===== config.mk =====
export PLATFORM = sky130hd
export DESIGN_NAME = ce_multigen
export DESIGN_NICKNAME = d
export VERILOG_FILES = /design/src/rtl/ce_multigen.sv
export SDC_FILE = /design/constraint.sdc
export NUM_CORES = 1
export LEC_CHECK = 0
export CORE_UTILIZATION = 35
export CTS_CLUSTER_SIZE = 8
export DETAILED_ROUTE_END_ITERATION = 12
export PLACE_DENSITY = 0.69
export SYNTH_ARGS = -nofsm -noshare
export SYNTH_HDL_FRONTEND = slang
export SYNTH_SLANG_ARGS = --single-unit
export TNS_END_PERCENT = 1

===== constraint.sdc =====
create_clock -name clk_sys -period 3.23 [get_ports clk_sys]
set_input_delay 0.8075 -clock clk_sys [delete_from_list [all_inputs] [get_ports clk_sys]]
set_output_delay 0.8075 -clock clk_sys [all_outputs]
set_load 0.01 [all_outputs]

===== src/rtl/ce_multigen.sv =====
// Multi-channel clock-enable generator: per-channel divisors with positive/negative-phase
// enables and turbo speed changes applied at an idle master-period boundary.
module ce_multigen #(
    parameter int unsigned CHANNELS = 4,
    parameter int unsigned SPEEDS   = 2,
    parameter int unsigned DIV_W    = 6,
    parameter int unsigned SW       = (SPEEDS > 1) ? $clog2(SPEEDS) : 1
) (
    input  logic                             clk_sys,
    input  logic                             reset,
    input  logic [CHANNELS*SPEEDS*DIV_W-1:0] div_cfg,
    input  logic [CHANNELS-1:0]              switch_mask,
    input  logic [SW-1:0]                    speed_req,
    input  logic                             safe,
    output logic [CHANNELS-1:0]              ce_p,
    output logic [CHANNELS-1:0]              ce_n,
    output logic [SW-1:0]                    speed_cur,
    output logic                             switch_done
);

    localparam int unsigned CFG_W = CHANNELS * SPEEDS * DIV_W;
    localparam int unsigned HW    = DIV_W + 1;

    logic [CHANNELS-1:0][DIV_W-1:0] cnt_q;
    logic [CHANNELS-1:0][DIV_W-1:0] dl_q;
    logic [CHANNELS-1:0][DIV_W-1:0] cnt_d;
    logic [CHANNELS-1:0][DIV_W-1:0] dl_d;
    logic [CHANNELS-1:0][DIV_W-1:0] dl_rst_c;
    logic [CHANNELS-1:0][HW-1:0]    half_c;
    logic [CHANNELS-1:0][SW-1:0]    es_c;
    logic [CHANNELS-1:0]            follow_c;
    logic [CHANNELS-1:0]            wrap_c;
    logic [CHANNELS-1:0]            ce_p_d;
    logic [CHANNELS-1:0]            ce_n_d;
    logic                           req_ok_c;
    logic                           switch_c;

    // Divisor for channel ch at speed spd from the flattened configuration bus.
    function automatic logic [DIV_W-1:0] cfg_sel(input logic [CFG_W-1:0] cfg,
                                                  input int unsigned    ch,
                                                  input logic [SW-1:0]  spd);
        return cfg[(ch * SPEEDS + 32'(spd)) * DIV_W +: DIV_W];
    endfunction

    // Per-channel wrap/phase decode, switch decision and next counter state.
    always_comb begin
        cnt_d    = '0;
        dl_d     = '0;
        dl_rst_c = '0;
        half_c   = '0;
        es_c     = '0;
        follow_c = '0;
        wrap_c   = '0;
        ce_p_d   = '0;
        ce_n_d   = '0;
        req_ok_c = (32'(speed_req) < SPEEDS) && (speed_req != speed_cur);

        for (int unsigned c = 0; c < CHANNELS; c++) begin
            follow_c[c] = switch_mask[c] || (c == 0);
            es_c[c]     = follow_c[c] ? speed_cur : SW'(0);
            wrap_c[c]   = (cnt_q[c] == dl_q[c]);
            // Half period at DIV_W+1 bits so the all-ones divisor cannot overflow.
            half_c[c]   = (HW'(dl_q[c]) + HW'(1)) >> 1;
            ce_p_d[c]   = (cnt_q[c] == '0);
            ce_n_d[c]   = (HW'(cnt_q[c]) == half_c[c]);
            dl_rst_c[c] = cfg_sel(div_cfg, c, SW'(0));
        end

        switch_c = wrap_c[0] && safe && req_ok_c;

        for (int unsigned c = 0; c < CHANNELS; c++) begin
            if (switch_c && follow_c[c]) begin
                cnt_d[c] = '0;
                dl_d[c]  = cfg_sel(div_cfg, c, speed_req);
            end else if (wrap_c[c]) begin
                cnt_d[c] = '0;
                dl_d[c]  = cfg_sel(div_cfg, c, es_c[c]);
            end else begin
                cnt_d[c] = cnt_q[c] + DIV_W'(1);
                dl_d[c]  = dl_q[c];
            end
        end
    end

    // State and registered outputs; reset wins over a coincident switch.
    always_ff @(posedge clk_sys) begin
        if (reset) begin
            cnt_q       <= '0;
            dl_q        <= dl_rst_c;
            speed_cur   <= '0;
            switch_done <= 1'b0;
            ce_p        <= '0;
            ce_n        <= '0;
        end else begin
            cnt_q       <= cnt_d;
            dl_q        <= dl_d;
            ce_p        <= ce_p_d;
            ce_n        <= ce_n_d;
            switch_done <= switch_c;
            if (switch_c) begin
                speed_cur <= speed_req;
            end
        end
    end

endmodule


==> flow_summary.yaml <==
outcome:
  status: "finished clean"
clock_tree:
  clkLatencyLatePin_ps: 340
  numClockSinks: 58
  post_cts_buffers: 0
  cts-root-buf: "clkbuf_8"
  cts_resized: 0
  clock_path_buffers: 2
  tritoncts: "yes"
  cts-htree-levels: 3
  cts_hold_buf: 0
  cts_inserted_buffers: 9
  clk_transition_reported_paths_ps: 60
setup_path:
  critical-path-top-delay-family: "multiplexers"
  crit_path_max_incr_delay_ps: 600
  crit_required_ps: 3310
  cp_cell_sequence: "clkdlybuf4s50_1 > inv_1 > or4b_4 > mux2i_4 > mux2_2"
  cp-start-kind: "input pin"
  worst-setup-path-type: "input pin to register"
  path_buf_inv: 2
  crit_fanout: 7
  cp_slowest_cell: "or4b_4"
  cp_data_arrival_time_ps: 2630
  cp-end-kind: "register"
detailed_routing:
  drcViolationCount: 0
  wire_per_inst_um: 12.4
  viasPerCell: 4.74
  num_vias: 2570
  drt-initial-drc-count: 51
  ant_nets: 0
  postRouteWirelength_um: 6750
  drt-pass1-iter-count: 4
pwr:
  vdd_ir_drop_max_uv: 162
  internal-power_mw: 1.33
  leakage_nw: 1.66
  p_seq_share_pct: 48.9
  p_sw_share_pct: 25.4
  clkPwrFrac_pct: 35.3
  power.total_mw: 1.78
  powerDensity_nw_per_um2: 402
  combPwrFrac_pct: 15.8
  p_switching_uw: 451
floorplan:
  die_x_um: 102
  die_y_um: 102
  rows: 35
  dieArea_sq_um: 10300
  initial_core_util_pct: 36.9
  coreArea_sq_um: 9420
  ios: 66
yosys:
  syn_area_per_cell_sq_um: 10.0
  synth_seq_cells: 58
  muxShareOfSynthArea_pct: 10.9
  syn_inst: 346
  synthTopCellsByCount: "39 x nor2_1, 34 x dfxtp_1, 31 x xnor2_1, 31 x xor2_1, 24 x edfxtp_1"
  yosysTopAreaCell: "edfxtp_1"
  synth_compound_area_share_pct: 6.63
  synthArstFlopShare_pct: 0
  synth-edff-count: 24
  synth-simple-area-share_pct: 18.6
  synth.area.top_cells: "edfxtp_1 21%, dfxtp_1 20%, xnor2_1 7.8%"
  synth_fa_ha_area_share_pct: 4.33
  synth_warnings: 0
  synth_area_sq_um: 3470
  yosysMostFrequentCell: "nor2_1"
  yosysSeqAreaShare_pct: 40.4
  synthXorXnorAreaFrac_pct: 15.6
  ys_types: 40
  synth_top_family_by_area: "simple AND/OR/NAND/NOR gates"
  yosysTopAreaCellShare_pct: 20.8
  syn-num-nets: 414
  synthFlopType: "dfxtp_1"
grt:
  grt_pass1_vias: 2520
  track_usage_pct: 14.2
  antenna_found_initial: 0
  grt_first_pass_wirelength_um: 11400
  grt_max_degree: 13
  gr-total-overflow: 0
placement:
  place_ws_ps: 312
  io_buffers: 64
  post-dp-hpwl_um: 5190
  place_congestion: 0.836
sta:
  final.setup.tns_ps: 0
  fin_crit_sh_pct: 78.9
  fmax_ghz: 0.393
  slew_violations: 0
  setup_viol_count_final: 0
  finClkSkew_ps: 10.3
  slew_headroom_pct: 63.6
  hold_viol: 0
  min_period_ps: 2550
  worst_pin_slew_ps: 545
  rsz0062_at_grt: "no"
  fin_ws_ps: 683
flow_run:
  cap_violations: 0
worst_hold_path:
  hp-class: "register to register"
finish:
  final_nets: 476
  fill_cells: 879
  area_growth_pct: 27.3
  antenna_cells: 0
  drive_above_1_share_pct: 12.8
## per-stage QoR
| stage | cells | hold WS (ps) | instance area, sq um | utilization (%) |
|---|---|---|---|---|
| 2_1_floorplan | 346 | 472 | 3470 | - |
| 3_3_place_gp | 526 | 504 | 4230 | 45.0 |
| 3_5_place_dp | 526 | 513 | 4230 | 45.0 |
| 4_1_cts | 542 | 529 | 4420 | 46.9 |
| 5_1_grt | 542 | 555 | 4420 | 46.9 |
| 6_report | 542 | 525 | 4420 | 46.9 |
## per-layer routing
layer,vias up,global-route usage (%),share of wire [%],wire length [um]
li1,1325,-,-,-
met1,1194,16.2,44,2990
met2,42,25.0,50,3380
met3,9,4.28,4.3,288
met4,0,5.02,1.2,82
met5,-,0,0,0
## final cells by class
| type | instances | area, sq um | share of cell area [%] |
|---|---|---|---|
| inverter | 16 | 60.1 | 1.36 |
| sequential | 58 | 1400 | 31.7 |
| clock buffer | 14 | 174 | 3.94 |
| multi-input combinational | 256 | 1950 | 44.1 |
| timing repair buffer | 67 | 663 | 15.0 |
| tap | 129 | 161 | 3.65 |
| clock inverter | 2 | 10.0 | 0.227 |
## state kept, by name (all words and copies together) (netlist names)
signal and count:
cnt_q 24, dl_q 24, ce_n 4, ce_p 4
speed_cur 1, switch_done 1
## worst paths after layout
kind,from,to,slack (ps),depth (start not counted)
setup / recovery,safe,dl_q[4],680,5
hold / removal,cnt_q[18],cnt_q[18],520,1
setup reg to reg,dl_q[4],dl_q[4],770,5
hold reg to reg,cnt_q[18],cnt_q[18],520,1
## power groups by stage
stage / Combinational (mW) / Sequential [mW] / Clock (mW)
CTS: 0.283 / 0.869 / 0.650
detailed placement: 0.281 / 0.885 / 0
global route: 0.310 / 0.878 / 0.675
floorplan: 0.178 / 0.864 / 0
finish: 0.280 / 0.869 / 0.628
global placement: 0.271 / 0.883 / 0
## worst reg2reg max path: stages, from the launching register on
cell      delay (ps)
edfxtp_1         480
xnor2_1          190
o221ai_1         240
or4b_4           600
mux2i_4          310
mux2_2           380
## logic make-up (layout without fill, tap and decap cells)
| family | after synthesis | count (layout) |
|---|---|---|
| AOI/OAI and AO/OA | 30 | 30 |
| xor gates and xnor gates | 62 | 62 |
| adders and majority gates | 12 | 12 |
| buffers and inverters | 32 | 99 |
| DFF | 58 | 58 |
| muxes | 28 | 28 |
| and+or+nand+nor | 124 | 124 |
## cells in the final DEF, fill, tap and decap left out, types with 14 or more instances in the layout
master / netlist / layout
clkdlybuf4s50_1: 0 / 64
nor2_1: 39 / 39
dfxtp_1: 34 / 34
xnor2_1: 31 / 31
xor2_1: 31 / 31
edfxtp_1: 24 / 24
nand2_1: 21 / 21
nand3_1: 17 / 17
inv_1: 15 / 15
mux2_4: 14 / 14
Note: power is estimated with default switching activity, not from simulation.
